$ cat src/rtl/constants.sv
// Shared synth constants: phase accumulator width, sample divider and waveform encoding.
package constants;

    localparam int SYNTH_PHASE_ACC_BITS = 24;
    localparam int SYNTH_SAMPLE_DIV     = 512;

    typedef enum logic [1:0] {
        WAVE_SAW    = 2'd0,
        WAVE_SQUARE = 2'd1,
        WAVE_TRI    = 2'd2,
        WAVE_OFF    = 2'd3
    } wave_sel_t;

endpackage

$ cat src/rtl/synth_wave_shaper.sv
// Combinational waveform shaper: maps the top 17 phase bits and a waveform select
// to a 16-bit two's-complement sample.
module synth_wave_shaper
    import constants::*;
(
    input  logic [16:0] i_phase_top,
    input  wave_sel_t   i_wave_sel,
    output logic [15:0] o_sample
);

    logic [15:0] w_tri;

    // Fold the upper half of the cycle to get a symmetric triangle ramp.
    always_comb begin
        w_tri = 16'h0000;
        if (i_phase_top[16]) begin
            w_tri = ~i_phase_top[15:0];
        end else begin
            w_tri = i_phase_top[15:0];
        end
    end

    // Waveform selection; the MSB flip converts offset-binary ramps to signed.
    always_comb begin
        o_sample = 16'h0000;
        case (i_wave_sel)
            WAVE_SAW:    o_sample = i_phase_top[16:1] ^ 16'h8000;
            WAVE_SQUARE: o_sample = i_phase_top[16] ? 16'h8000 : 16'h7FFF;
            WAVE_TRI:    o_sample = w_tri ^ 16'h8000;
            WAVE_OFF:    o_sample = 16'h0000;
            default:     o_sample = 16'h0000;
        endcase
    end

endmodule

$ cat src/rtl/synth_oscillator.sv
// Phase-accumulator oscillator: one sample per SAMPLE_DIV clocks with a valid strobe.
// Optional increment glide between nonzero notes is compiled in with SYNTH_GLIDE_EN.
module synth_oscillator
    import constants::*;
#(
    parameter int          PHASE_BITS  = SYNTH_PHASE_ACC_BITS,
    parameter int          SAMPLE_BITS = 16,
    parameter int          SAMPLE_DIV  = SYNTH_SAMPLE_DIV,
    parameter int unsigned GLIDE_STEP  = 32'h0000_0100
) (
    input  logic                          clk_in,
    input  logic                          rst_n_in,
    input  logic [PHASE_BITS-1:0]         phase_incr_in,
    input  logic [1:0]                    wave_sel_in,
    output logic signed [SAMPLE_BITS-1:0] sample_out,
    output logic                          sample_valid_out,
    output logic                          note_active_out
);

    localparam int                    DIV_W    = (SAMPLE_DIV > 2) ? $clog2(SAMPLE_DIV) : 1;
    localparam logic [DIV_W-1:0]      DIV_LAST = DIV_W'(SAMPLE_DIV - 1);
    localparam logic [PHASE_BITS-1:0] PH_ZERO  = {PHASE_BITS{1'b0}};
    localparam logic [PHASE_BITS-1:0] STEP     = PHASE_BITS'(GLIDE_STEP);

    logic [DIV_W-1:0]      r_div;
    logic                  w_tick;
    logic                  r_tick_d;
    logic [PHASE_BITS-1:0] r_phase;
    logic [PHASE_BITS-1:0] r_incr;
    logic [PHASE_BITS-1:0] w_incr_next;
    logic [15:0]           w_sample;
    wave_sel_t             w_wave_sel;

    // Move cur toward tgt by at most STEP, landing exactly on tgt.
    function automatic logic [PHASE_BITS-1:0] glide_next(
        input logic [PHASE_BITS-1:0] cur,
        input logic [PHASE_BITS-1:0] tgt
    );
        logic [PHASE_BITS-1:0] res;
        if (tgt > cur) begin
            res = ((tgt - cur) > STEP) ? (cur + STEP) : tgt;
        end else begin
            res = ((cur - tgt) > STEP) ? (cur - STEP) : tgt;
        end
        return res;
    endfunction

    assign w_tick     = (r_div == DIV_LAST);
    assign w_wave_sel = wave_sel_t'(wave_sel_in);

    // Sample-period divider.
    always_ff @(posedge clk_in or negedge rst_n_in) begin
        if (!rst_n_in) begin
            r_div <= {DIV_W{1'b0}};
        end else if (w_tick) begin
            r_div <= {DIV_W{1'b0}};
        end else begin
            r_div <= r_div + {{(DIV_W-1){1'b0}}, 1'b1};
        end
    end

    // Increment applied at the next tick: note off, jump, or glide.
    always_comb begin
        w_incr_next = PH_ZERO;
        if (phase_incr_in == PH_ZERO) begin
            w_incr_next = PH_ZERO;
        end else begin
`ifdef SYNTH_GLIDE_EN
            if (r_incr == PH_ZERO) begin
                w_incr_next = phase_incr_in;
            end else begin
                w_incr_next = glide_next(r_incr, phase_incr_in);
            end
`else
            w_incr_next = phase_incr_in;
`endif
        end
    end

    // Stage 1: phase accumulation on tick edges; note off also clears the phase.
    always_ff @(posedge clk_in or negedge rst_n_in) begin
        if (!rst_n_in) begin
            r_incr  <= PH_ZERO;
            r_phase <= PH_ZERO;
        end else if (w_tick) begin
            r_incr  <= w_incr_next;
            r_phase <= (phase_incr_in == PH_ZERO) ? PH_ZERO : (r_phase + w_incr_next);
        end else begin
            r_incr  <= r_incr;
            r_phase <= r_phase;
        end
    end

    synth_wave_shaper u_shaper (
        .i_phase_top (r_phase[PHASE_BITS-1 -: 17]),
        .i_wave_sel  (w_wave_sel),
        .o_sample    (w_sample)
    );

    // Stage 2: register the shaped sample one edge after the tick.
    always_ff @(posedge clk_in or negedge rst_n_in) begin
        if (!rst_n_in) begin
            r_tick_d         <= 1'b0;
            sample_valid_out <= 1'b0;
            note_active_out  <= 1'b0;
            sample_out       <= '0;
        end else begin
            r_tick_d <= w_tick;
            if (r_tick_d) begin
                sample_valid_out <= 1'b1;
                note_active_out  <= (r_incr != PH_ZERO);
                sample_out       <= (r_incr == PH_ZERO) ? '0 : $signed(w_sample);
            end else begin
                sample_valid_out <= 1'b0;
                note_active_out  <= note_active_out;
                sample_out       <= sample_out;
            end
        end
    end

endmodule

$ cat config.mk
export PLATFORM = sky130hd
export DESIGN_NAME = synth_oscillator
export DESIGN_NICKNAME = d
export VERILOG_FILES = /design/src/rtl/constants.sv /design/src/rtl/synth_wave_shaper.sv /design/src/rtl/synth_oscillator.sv
export SDC_FILE = /design/constraint.sdc
export NUM_CORES = 1
export LEC_CHECK = 0
export BUFFER_PORTS_ARGS = -buffer_cell sky130_fd_sc_hd__clkbuf_2
export CAP_MARGIN = 0
export CORE_MARGIN = 10
export CORE_UTILIZATION = 53
export CTS_CLUSTER_SIZE = 14
export DETAILED_ROUTE_END_ITERATION = 8
export PLACE_DENSITY = 0.79
export SLEW_MARGIN = 40
export SYNTH_ARGS = -nofsm -noshare
export SYNTH_HDL_FRONTEND = slang
export SYNTH_SLANG_ARGS = --single-unit
export TNS_END_PERCENT = 50
$ cat constraint.sdc
create_clock -name clk_in -period 5.1 [get_ports clk_in]
set_input_delay 0.255 -clock clk_in [delete_from_list [all_inputs] [get_ports clk_in]]
set_output_delay 0.255 -clock clk_in [all_outputs]
set_load 0.1 [all_outputs]
==> impl_metrics.csv <==
group,metric,value,unit
finish,regArea,1900,um2
power,ir_worst_vdd,143,uV
critical_path,path_depth,8,
synth,syn_area,4630,um2
sta,slew_violations,0,
power,power_density,229,nW/um2
route,vias,3714,
route,firstDrtPassIters,5,
synth,synthArstFlopShare,100,%
sta,final.setup.worst_slack,2.45,ns
die,dieHeight,113,um
critical_path,r2r-end,"r_phase[18]",
route,drt_iter0_drc,232,
sta,max_freq,378,MHz
sta,whs,0.172,ns
critical_path,cp_max_fo,48,
cts,clock-sinks,76,
cts,cts_hold_buf,1,
sta,hold_violations,0,
critical_path,startpoint_type,"flop",
grt,grt_pass1_vias,3666,
cts,cts_tree,"yes",
finish,nNetsFinal,560,
route,vias_per_cell,6.00,
critical_path,r2r_start,"r_div[0]",
critical_path,critical_path.top_delay_family,"adder cells",
cts,h-tree-depth,3,
finish,multi_input_area,2460,um2
power,p_total,1.15,mW
placed_design,place_congestion,0.921,
placed_design,port-buffer-count,45,
synth,ys_seq_area_share,41.1,%
route,post-route-drc-count,0,
synth,synthFlopType,"dfrtp_1",
finish,final_core_util,58.5,%
critical_path,worstPathRequired,5.33,ns
finish,drive_above_1_share,18.8,%
die,row_count,34,
critical_path,crit_top_cell,"and3_1",
finish,fillers,748,
synth,synth_enable_flop_cells,0,
cts,cts_setup_buffers,0,
die,start_util,53.9,%
placed_design,dpl-instance-area,4830,um2
synth,yosysMostFrequentCell,"dfrtp_1",
critical_path,r2r_slack,2.45,ns
placed_design,dp_hpwl,7980,um
cts,clk-insertion-delay-late,0.36,ns
cts,clk_pin_slew_worst_paths,0.09,ns
synth,syn_nets,551,
synth,synth-seq-cells,76,
finish,finalNonFillerCells,619,
placed_design,place_ws,2.46,ns
critical_path,slowest_delay,0.57,ns
synth,yosys.cell_types.count,58,
cts,clockBufferDepth,2,
sta,worst_pin_slew,0.695,ns
run_status,outcome,"finished clean",
die,core_area,8590,um2
synth,synthTopCellsByArea,"dfrtp_1 (41%), ha_1 (6.8%), mux2_2 (5.8%), xnor2_1 (4.9%), nor2_1 (4.1%)",
power,leakagePower,2.36,nW
grt,antenna_found_initial,0,
die,ios,46,
sta,skew,0.0127,ns
route,final_antenna_net_count,0,
flow_run,maxCapViolCount,0,
placed_design,placed_cells,602,
cts,cts_resized,0,
sta,fin_crit_sh,51.9,%
synth,yosysWarnings,0,
sta,setup_violations,0,
route,wl_per_cell,16.9,um
cts,cts_buffers,9,
grt,overflow,0,
synth,synthTopCellsByCount,"dfrtp_1 (76), nor2_1 (51), clkbuf_1 (44)",
die,die-width,113,um
synth,synth_top_area_share,41.1,%
sta,rsz0062_at_grt,"no",
critical_path,crit_type,"flop to flop",
finish,design_area,5020,um2
grt,grt_pass1_wl,17700,um
cts,cts-root-buf,"clkbuf_8",
critical_path,critPathCapture,"r_phase[18]",
sta,layout_min_cycle_time,2.65,ns
route,totalWireLength,10500,um
critical_path,cp_slowest_cell,"o21a_1",
worst_hold_path,hold_path.class,"primary input to flop",
critical_path,worst_r2r_path_depth,8,
critical_path,cp_num_buf_inv,0,
grt,gr-usage-all-layers,16.4,%
critical_path,crit_path_end_kind,"flop",
synth,synthCells,497,
finish,syn2layout_area_growth,8.48,%
sta,max_slew_margin,53.7,%
synth,synth_top_area_cell,"dfrtp_1",
finish,insertedDiodeCount,0,
critical_path,crit_chain,"ha_1 > and3_1 > and3_1 > ha_4 > o21a_1 > and3_1 > mux2i_1 > o311ai_0",
critical_path,startpoint,"r_div[0]",
synth,syn_avg_cell_area,9.32,um2
grt,grt_max_degree,77,
sta,tns,0,ns
die,die_area,12900,um2
critical_path,cp_data_arrival_time,2.88,ns
[cell usage in the layout (no fill, tap or decap), types with 3 or more instances in the layout]
cell	instances
clkbuf_8	9
nand4_1	6
o22ai_1	17
xor2_1	9
a211o_1	3
nor2_1	51
nand2_1	21
xnor2_1	26
a22o_1	11
nor3_1	4
a211oi_1	19
ha_1	24
nand3_1	17
and3_1	7
a21o_1	4
mux2_2	24
dfrtp_1	75
clkbuf_2	44
o21a_1	7
nor2b_1	3
inv_1	25
a21oi_1	22
a22oi_1	3
o21ai_0	14
nor4_1	12
a31oi_1	3
[worst min-delay path by stage]
stage,from,endpoint,cells after the start
6_report,phase_incr_in[5],r_incr[5],2
5_1_grt,phase_incr_in[9],r_incr[9],2
4_1_cts,phase_incr_in[5],r_incr[5],2
3_5_place_dp,rst_n_in,sample_out[11],1
3_3_place_gp,rst_n_in,sample_out[10],1
2_1_floorplan,rst_n_in,note_active_out,0
[registers in the layout, indices dropped and copies added, names as in the netlist]
register,count
sample_out,16
r_phase,24
r_incr,24
note_active_out,1
r_tick_d,1
sample_valid_out,1
r_div,9
[where the power goes]
| group | total (mW) | internal (mW) | switching [mW] |
|---|---|---|---|
| clock | 0.441 | 0.184 | 0.257 |
| combinational | 0.106 | 0.0380 | 0.0678 |
| sequential | 0.603 | 0.602 | 0.000223 |
| total | 1.15 | 0.825 | 0.325 |
[per-layer routing]
| metal | global-route usage, % | up-vias | wire length (um) |
|---|---|---|---|
| met4 | 7.87 | 0 | 291 |
| met2 | 26.7 | 118 | 4920 |
| met5 | 0 | - | 0 |
| met1 | 20.2 | 1780 | 4660 |
| met3 | 3.52 | 21 | 612 |
| li1 | - | 1795 | - |
[area by class of cell]
class | instances | area share [%]
clock buffers | 9 | 2.47
clock inverters | 7 | 1.17
inverters | 25 | 1.87
multi-input cells | 347 | 49.0
flip-flops and latches | 76 | 37.9
well taps | 108 | 2.69
repair buffers | 47 | 4.96
[cells by family (layout without fill, tap and decap cells)]
kind of cell / after synthesis / count (layout) / synth area share (%)
xor+xnor: 35 / 35 / 6.62
fa+ha+maj: 26 / 26 / 7.19
buf+inv: 74 / 88 / 6.08
flops: 76 / 76 / 41.1
mux: 25 / 25 / 6.05
simple gates: 133 / 133 / 13.8
compound gates: 128 / 128 / 19.2
Note: power is estimated with default switching activity, not from simulation.
